===== config.mk =====
export PLATFORM = sky130hd
export DESIGN_NAME = imem_uart_loader_flat
export DESIGN_NICKNAME = d
export VERILOG_FILES = /design/src/rtl/imem_uart_loader_pkg.sv /design/src/rtl/imem_uart_loader_if.sv /design/src/rtl/imem_uart_loader_uart_rx.sv /design/src/rtl/imem_uart_loader.sv /design/src/flat_wrapper.sv
export SDC_FILE = /design/constraint.sdc
export NUM_CORES = 1
export LEC_CHECK = 0
export CAP_MARGIN = 5
export CORE_MARGIN = 8
export CORE_UTILIZATION = 35
export CTS_BUF_LIST = sky130_fd_sc_hd__clkbuf_4 sky130_fd_sc_hd__clkbuf_8 sky130_fd_sc_hd__clkbuf_16
export CTS_CLUSTER_SIZE = 25
export DETAILED_ROUTE_END_ITERATION = 10
export DONT_BUFFER_PORTS = 1
export GPL_TIMING_DRIVEN = 0
export PLACE_DENSITY = 0.52
export RECOVER_POWER = 25
export SLEW_MARGIN = 0
export SYNTH_ARGS = -nofsm -noshare
export SYNTH_HDL_FRONTEND = slang
export SYNTH_SLANG_ARGS = --single-unit

===== constraint.sdc =====
create_clock -name clk_in -period 2.2 [get_ports clk_in]
set_input_delay 0.44 -clock clk_in [delete_from_list [all_inputs] [get_ports clk_in]]
set_output_delay 0.44 -clock clk_in [all_outputs]
set_load 0.01 [all_outputs]

===== src/rtl/imem_uart_loader_pkg.sv =====
// Shared types and constants for the UART instruction-memory loader:
// FSM encodings, the frame header byte and the default bit period.
package imem_uart_loader_pkg;

  localparam int unsigned CLK_DIV_DEFAULT = 868;
  localparam logic [7:0]  HDR_BYTE        = 8'hA5;

  typedef enum logic [2:0] {
    ST_HDR, ST_CNT_LO, ST_CNT_HI, ST_DATA, ST_DONE, ST_ERR
  } loader_state_e;

  typedef enum logic [1:0] {
    RX_IDLE, RX_START, RX_DATA, RX_STOP
  } rx_state_e;

  typedef struct packed {
    loader_state_e loader;
    rx_state_e     rx;
  } dbg_t;

endpackage


===== src/rtl/imem_uart_loader_if.sv =====
// Instruction-memory write port. imem_we is a one-cycle strobe with no back-pressure
// (the memory always accepts); imem_addr/imem_wdata are valid while imem_we is high.
interface imem_uart_loader_if #(parameter int AW = 11);
  logic          imem_we;
  logic [AW-1:0] imem_addr;
  logic [31:0]   imem_wdata;

  modport master (output imem_we, output imem_addr, output imem_wdata);
  modport slave  (input  imem_we, input  imem_addr, input  imem_wdata);
endinterface


===== src/rtl/imem_uart_loader_uart_rx.sv =====
// 8N1 UART receiver: 2-flop synchronizer, start-bit validation at half a bit
// period, mid-bit sampling, one-cycle byte_valid / framing_err pulses.
module uart_rx
  import imem_uart_loader_pkg::*;
#(
  parameter int unsigned CLK_DIV = CLK_DIV_DEFAULT
) (
  input  logic       clk_in,
  input  logic       reset,
  input  logic       rx,
  output logic       byte_valid,
  output logic [7:0] byte_data,
  output logic       framing_err,
  output rx_state_e  state_o
);

  localparam logic [15:0] HALF_M1 = 16'(CLK_DIV / 2 - 1);
  localparam logic [15:0] FULL_M1 = 16'(CLK_DIV - 1);

  logic [1:0]  sync_q;
  logic        rx_prev_q;
  logic        rx_s;
  rx_state_e   state_q, state_d;
  logic [15:0] cnt_q, cnt_d;
  logic [2:0]  bit_q, bit_d;
  logic [7:0]  shift_q, shift_d;
  logic        valid_q, valid_d;
  logic        ferr_q, ferr_d;

  assign rx_s = sync_q[1];

  // Synchronizer resets to idle-high so no false start edge follows reset.
  always_ff @(posedge clk_in or negedge reset) begin
    if (!reset) begin
      sync_q    <= 2'b11;
      rx_prev_q <= 1'b1;
      state_q   <= RX_IDLE;
      cnt_q     <= '0;
      bit_q     <= '0;
      shift_q   <= '0;
      valid_q   <= 1'b0;
      ferr_q    <= 1'b0;
    end else begin
      sync_q    <= {sync_q[0], rx};
      rx_prev_q <= rx_s;
      state_q   <= state_d;
      cnt_q     <= cnt_d;
      bit_q     <= bit_d;
      shift_q   <= shift_d;
      valid_q   <= valid_d;
      ferr_q    <= ferr_d;
    end
  end

  always_comb begin
    state_d = state_q;
    cnt_d   = (cnt_q != 16'd0) ? cnt_q - 16'd1 : cnt_q;
    bit_d   = bit_q;
    shift_d = shift_q;
    valid_d = 1'b0;
    ferr_d  = 1'b0;
    case (state_q)
      RX_IDLE: begin
        if (rx_prev_q && !rx_s) begin
          state_d = RX_START;
          cnt_d   = HALF_M1;
        end
      end
      RX_START: begin
        if (cnt_q == 16'd0) begin
          if (rx_s) begin
            state_d = RX_IDLE;
          end else begin
            state_d = RX_DATA;
            cnt_d   = FULL_M1;
            bit_d   = 3'd0;
          end
        end
      end
      RX_DATA: begin
        if (cnt_q == 16'd0) begin
          shift_d = {rx_s, shift_q[7:1]};
          cnt_d   = FULL_M1;
          if (bit_q == 3'd7) state_d = RX_STOP;
          else               bit_d   = bit_q + 3'd1;
        end
      end
      RX_STOP: begin
        if (cnt_q == 16'd0) begin
          state_d = RX_IDLE;
          if (rx_s) valid_d = 1'b1;
          else      ferr_d  = 1'b1;
        end
      end
      default: state_d = RX_IDLE;
    endcase
  end

  assign byte_valid  = valid_q;
  assign byte_data   = shift_q;
  assign framing_err = ferr_q;
  assign state_o     = state_q;

endmodule


===== src/rtl/imem_uart_loader.sv =====
// Boot loader: receives A5, 16-bit LE word count, then count LE 32-bit words over
// UART and writes them to instruction memory; holds the CPU in reset until done.
module imem_uart_loader
  import imem_uart_loader_pkg::*;
#(
  parameter int unsigned CLK_DIV = CLK_DIV_DEFAULT,
  parameter int          AW      = 11
) (
  input  logic                clk_in,
  input  logic                reset,
  input  logic                rx,
  imem_uart_loader_if.master  imem,
  output logic                cpu_reset,
  output logic                done,
  output logic                err,
  output dbg_t                dbg_o
);

  localparam logic [16:0] MAX_WORDS = 17'(1) << AW;

  logic          byte_valid, framing_err;
  logic [7:0]    byte_data;
  rx_state_e     rx_state;

  loader_state_e state_q, state_d;
  logic [15:0]   count_q, count_d;
  logic [AW-1:0] word_q, word_d;
  logic [1:0]    bcnt_q, bcnt_d;
  logic [31:0]   asm_q, asm_d;
  logic          we_q, we_d;
  logic [AW-1:0] addr_q, addr_d;
  logic [31:0]   wdata_q, wdata_d;
  logic          rearm;

  uart_rx #(.CLK_DIV(CLK_DIV)) u_rx (
    .clk_in      (clk_in),
    .reset       (reset),
    .rx          (rx),
    .byte_valid  (byte_valid),
    .byte_data   (byte_data),
    .framing_err (framing_err),
    .state_o     (rx_state)
  );

  always_ff @(posedge clk_in or negedge reset) begin
    if (!reset) begin
      state_q <= ST_HDR;
      count_q <= '0;
      word_q  <= '0;
      bcnt_q  <= '0;
      asm_q   <= '0;
      we_q    <= 1'b0;
      addr_q  <= '0;
      wdata_q <= '0;
    end else begin
      state_q <= state_d;
      count_q <= count_d;
      word_q  <= word_d;
      bcnt_q  <= bcnt_d;
      asm_q   <= asm_d;
      we_q    <= we_d;
      addr_q  <= addr_d;
      wdata_q <= wdata_d;
    end
  end

  always_comb begin
    state_d = state_q;
    count_d = count_q;
    word_d  = word_q;
    bcnt_d  = bcnt_q;
    asm_d   = asm_q;
    we_d    = 1'b0;
    addr_d  = addr_q;
    wdata_d = wdata_q;
    rearm   = 1'b0;
    if (framing_err && state_q != ST_DONE) begin
      state_d = ST_ERR;
    end else if (byte_valid) begin
      case (state_q)
        ST_HDR: if (byte_data == HDR_BYTE) state_d = ST_CNT_LO;
        ST_CNT_LO: begin
          count_d[7:0] = byte_data;
          state_d      = ST_CNT_HI;
        end
        ST_CNT_HI: begin
          count_d = {byte_data, count_q[7:0]};
          word_d  = '0;
          bcnt_d  = '0;
          if (count_d == 16'd0 || {1'b0, count_d} > MAX_WORDS) state_d = ST_ERR;
          else                                                  state_d = ST_DATA;
        end
        ST_DATA: begin
          asm_d[{bcnt_q, 3'b000} +: 8] = byte_data;
          bcnt_d = bcnt_q + 2'd1;
          // Fourth byte: register the write; final word enters DONE alongside the strobe.
          if (bcnt_q == 2'd3) begin
            we_d    = 1'b1;
            addr_d  = word_q;
            wdata_d = {byte_data, asm_q[23:0]};
            word_d  = word_q + 1'b1;
            if (16'(word_q) == count_q - 16'd1) state_d = ST_DONE;
          end
        end
        ST_DONE, ST_ERR: begin
          if (byte_data == HDR_BYTE) begin
            state_d = ST_CNT_LO;
            word_d  = '0;
            bcnt_d  = '0;
            rearm   = 1'b1;
          end
        end
        default: state_d = ST_HDR;
      endcase
    end
  end

  assign imem.imem_we    = we_q;
  assign imem.imem_addr  = addr_q;
  assign imem.imem_wdata = wdata_q;
  assign cpu_reset       = (state_q != ST_DONE) || rearm;
  assign done            = (state_q == ST_DONE);
  assign err             = (state_q == ST_ERR);
  assign dbg_o           = '{loader: state_q, rx: rx_state};

endmodule


===== src/flat_wrapper.sv =====
// flat-port wrapper written by rule: the top's interface ports become plain ports
module imem_uart_loader_flat import imem_uart_loader_pkg::*;
#(
  parameter int unsigned CLK_DIV = CLK_DIV_DEFAULT,
  parameter int          AW      = 11
)
  (clk_in, reset, rx, cpu_reset, done, err, dbg_o, imem_imem_we, imem_imem_addr, imem_imem_wdata);
  imem_uart_loader_if #(.AW(AW)) imem_i ();
  input  logic clk_in;
  input  logic reset;
  input  logic rx;
  output logic cpu_reset;
  output logic done;
  output logic err;
  output dbg_t dbg_o;
  output wire logic [$bits(imem_i.imem_we)-1:0] imem_imem_we;
  output wire logic [$bits(imem_i.imem_addr)-1:0] imem_imem_addr;
  output wire logic [$bits(imem_i.imem_wdata)-1:0] imem_imem_wdata;
  assign imem_imem_we = imem_i.imem_we;
  assign imem_imem_addr = imem_i.imem_addr;
  assign imem_imem_wdata = imem_i.imem_wdata;
  imem_uart_loader #(.CLK_DIV(CLK_DIV), .AW(AW)) u_core (.clk_in(clk_in), .reset(reset), .rx(rx), .imem(imem_i), .cpu_reset(cpu_reset), .done(done), .err(err), .dbg_o(dbg_o));
endmodule

==> impl_metrics.csv <==
group,metric,value,unit
run_status,status,"complete, but fails checks",
run_status,violations,"hold timing, setup timing",
sta,fin_crit,2370,ps
setup_path,crit_path_start,"u_core.count_q[1]$_DFFE_PN0P_",
global_route,grt_pass1_vias,4436,
synthesis,synth_top_area_share,0.520,
setup_path,cp_max_fo,4,
placed_design,place_ws,-777,ps
sta,setup_violations,68,
clock_tree,clockBufferDepth,2,
detailed_routing,wl_per_cell,16.9,um
detailed_routing,drt-pass1-iter-count,5,
setup_path,end_kind,"flip-flop",
synthesis,netlist_area,0.00630,sq mm
power,peakVddDrop,0.521,mV
setup_path,cp-start-kind,"flip-flop",
sta,holdWs,-283,ps
synthesis,synth_seq_cells,134,
clock_tree,cts_tree,"done",
synthesis,synth_top_flop_cell,"dfrtp_1",
layout,finalNetCount,652,
global_route,antenna_found_initial,0,
synthesis,synth_cell_type_count,58,
power,powerDensity,718,mW/mm^2
synthesis,synth.largest_area_cell,"dfrtp_1",
layout,area.growth.synth_to_final,30.4,%
global_route,grt.overflow.total,0,
detailed_routing,vias,4470,
clock_tree,clock-root-buffer,"clkbuf_16",
layout,final_layout_size_suffix_gt1_frac,0.388,
floorplan,die_h,150,um
job,drv_cap,0,
clock_tree,clock_latency,420,ps
clock_tree,clkSlewWorstSetupHoldPaths,60,ps
synthesis,synth.area.top_cells,"dfrtp_1, mux2_2, nand2_1, o21ai_0, xnor2_1",
sta,grt_setup_unrepaired,"true",
synthesis,synthArstFlopShare,1.00,
floorplan,core_area,0.0178,sq mm
synthesis,synthCells,584,
setup_path,r2r_slack,-170,ps
synthesis,yosysWarningCount,0,
sta,hold_violations,134,
detailed_routing,drt_iter0_drc,161,
sta,relSlewSlack,0.644,
sta,max_freq,0.423,GHz
floorplan,start_util,0.353,
setup_path,critPathKind,"flip-flop to flip-flop",
power,p_leak,3.65,nW
floorplan,num_io_pins,55,
clock_tree,numCtsBuffers,17,
setup_path,crit_required,2480,ps
global_route,grt_max_degree,135,
setup_path,reg2regPathDepth,7,
synthesis,synthesis.nets,600,
synthesis,synth-edff-count,0,
layout,n_antenna_cell,0,
clock_tree,postCtsHoldBufs,1,
placed_design,io_buffer_count,0,
placed_design,dp.cells,813,
detailed_routing,vias_per_cell,5.09,
global_route,grt_usage,0.132,
setup_path,cp_data_arrival_time,2640,ps
setup_path,regToRegEndpoint,"u_core.state_q[1]$_DFFE_PN0P_",
sta,tightest_slew,533,ps
floorplan,die_w,150,um
detailed_routing,drtAntennaViolNets,0,
sta,final.setup_skew,9.39,ps
detailed_routing,totalWireLength,14800,um
sta,period_share,1.08,
floorplan,fp-row-count,49,
clock_tree,clock-sinks,134,
sta,slew_violations,0,
setup_path,reg2reg_from,"u_core.count_q[1]$_DFFE_PN0P_",
worst_hold_path,hold_class,"input port to asynchronous set/reset pin",
clock_tree,htreeDepth,4,
synthesis,synth-seq-area-share,0.533,
sta,worst_slack,-167,ps
placed_design,dp_hpwl,9350,um
detailed_routing,drt_drc_violations_left,0,
floorplan,die_area,0.0225,sq mm
global_route,grt_pass1_wl,23100,um
layout,finalNonFillerCells,878,
placed_design,gp_congestion,0.828,
synthesis,synth.avg_cell_area,10.8,sq um
-- critical path, stage by stage, from the launching register on --
cell and delay [ps]:
dfrtp_1 390, buf_6 130, or4_4 580, a2111oi_4 230, o32ai_2 120, a211o_1 360, o41ai_4 280, a31oi_1 140
-- placed cells by master (no fill, tap or decap), types with 4 or more instances in the layout --
cell / netlist / routed
dfrtp_1: 131 / 120
nand2_1: 81 / 54
mux2_2: 58 / 51
nor2_1: 37 / 35
buf_4: 0 / 31
xnor2_1: 22 / 22
clkbuf_16: 0 / 22
o21ai_0: 44 / 19
nand2_2: 0 / 18
a21oi_1: 18 / 16
inv_1: 15 / 15
xor2_1: 15 / 15
mux2_4: 0 / 15
o21ai_1: 1 / 15
nor3_1: 13 / 12
nand3_1: 16 / 12
ha_1: 13 / 12
o21ai_2: 0 / 11
dfrtp_2: 0 / 11
buf_8: 0 / 9
clkbuf_1: 24 / 6
nand2b_1: 6 / 6
nand2_4: 0 / 6
nor4_2: 1 / 5
nand3_2: 0 / 4
nand3b_1: 4 / 4
buf_6: 0 / 4
clkinvlp_4: 0 / 4
-- power breakdown --
group / switching, mW / internal, mW / total, mW / leakage (nW)
registers: 0.110 / 2.56 / 2.67 / 1.81
clock network: 1.06 / 1.75 / 2.81 / 0.283
logic: 0.220 / 0.199 / 0.419 / 1.56
total: 1.39 / 4.51 / 5.90 / 3.65
-- cell type report --
class	count	area [sq um]
Buffer	22	190
Clock buffer	21	468
Clock inverter	11	123
Fill cell	1606	9630
Inverter	17	68.8
Multi-Input combinational cell	402	3250
Sequential cell	134	3370
Tap cell	229	287
Timing Repair Buffer	42	453
-- kinds of logic (layout without fill, tap and decap cells) --
kind of cell               Yosys count  in the layout  share of synthesized area
AOI/OAI and AO/OA                   86             86                     0.0840
xor gates and xnor gates            37             37                     0.0515
adders and majority gates           13             13                     0.0258
buffers and inverters               48            113                     0.0300
DFF                                134            134                      0.533
muxes                               67             67                      0.120
and+or+nand+nor                    199            199                      0.156
-- what timing repair did --
| action | CTS | global route |
|---|---|---|
| endpoints found under the hold margin | 135 | 134 |
| cloned | 0 | 5 |
| gates resized for setup | 69 | 121 |
| pin swaps | 13 | 30 |
| setup buffers | 13 | 23 |
| setup endpoints to repair | 120 | 109 |
-- per-stage QoR --
stage / setup TNS (ps) / power [mW] / utilization / area [sq um] / hold slack (ps)
detailed placement: -41280 / 3.04 / 0.370 / 6600 / 153
finish: -3570 / 5.90 / 0.460 / 8210 / -283
global placement: -32770 / 3.02 / 0.370 / 6600 / 153
CTS: -3190 / 5.89 / 0.422 / 7540 / -296
global route: -11760 / 6.14 / 0.460 / 8210 / -300
floorplan: -35.0 / 2.95 / - / 6310 / 144
-- Yosys cell counts, types with 2 or more instances --
cell	instances
nor3b_1	3
nand2_1	81
dfstp_2	3
xnor2_1	22
nor3_1	13
a211oi_1	3
or3_1	4
nor2_1	37
buf_2	6
o22ai_1	2
nor4b_1	4
or4_1	3
nand2b_1	6
a21oi_1	18
nand4_1	2
nor4_1	8
ha_1	13
xor2_1	15
nand3_1	16
nor2b_1	3
a31oi_1	3
inv_1	15
a22o_1	2
inv_2	2
dfrtp_1	131
nand3b_1	4
nor3b_2	2
mux2_2	58
mux2_1	8
clkbuf_1	24
o21ai_0	44
and2_1	3
-- per-layer routing --
| layer | track usage | part of all wire |
|---|---|---|
| met4 | 0.0610 | 0.020 |
| met1 | 0.165 | 0.45 |
| met2 | 0.206 | 0.48 |
| met5 | 0 | 0 |
| met3 | 0.0373 | 0.049 |
-- how the worst max path moves through the flow --
stage / end / slack (ps) / cells past startpoint
6_report: u_core.state_q[1]$_DFFE_PN0P_ / -170 / 7
5_1_grt: u_core.state_q[1]$_DFFE_PN0P_ / -240 / 8
4_1_cts: u_core.state_q[1]$_DFFE_PN0P_ / -220 / 6
3_5_place_dp: u_core.imem.imem_wdata[9]$_DFFE_PN0P_ / -780 / 8
3_3_place_gp: u_core.imem.imem_wdata[13]$_DFFE_PN0P_ / -660 / 8
2_1_floorplan: u_core.imem.imem_wdata[10]$_DFFE_PN0P_ / -5 / 8
-- registers in the layout, summed over array words and instances, names as in the netlist, 2 cells and up, named ones only --
signal	cells
u_core.word_q	11
u_core.u_rx.cnt_q	16
u_core.u_rx.sync_q	2
u_core.u_rx.byte_data	8
u_core.asm_q	24
u_core.imem.imem_wdata	32
u_core.imem.imem_addr	11
u_core.u_rx.bit_q	3
u_core.bcnt_q	2
u_core.count_q	16
u_core.state_q	3
No activity file was read; power rests on OpenSTA's default activity.
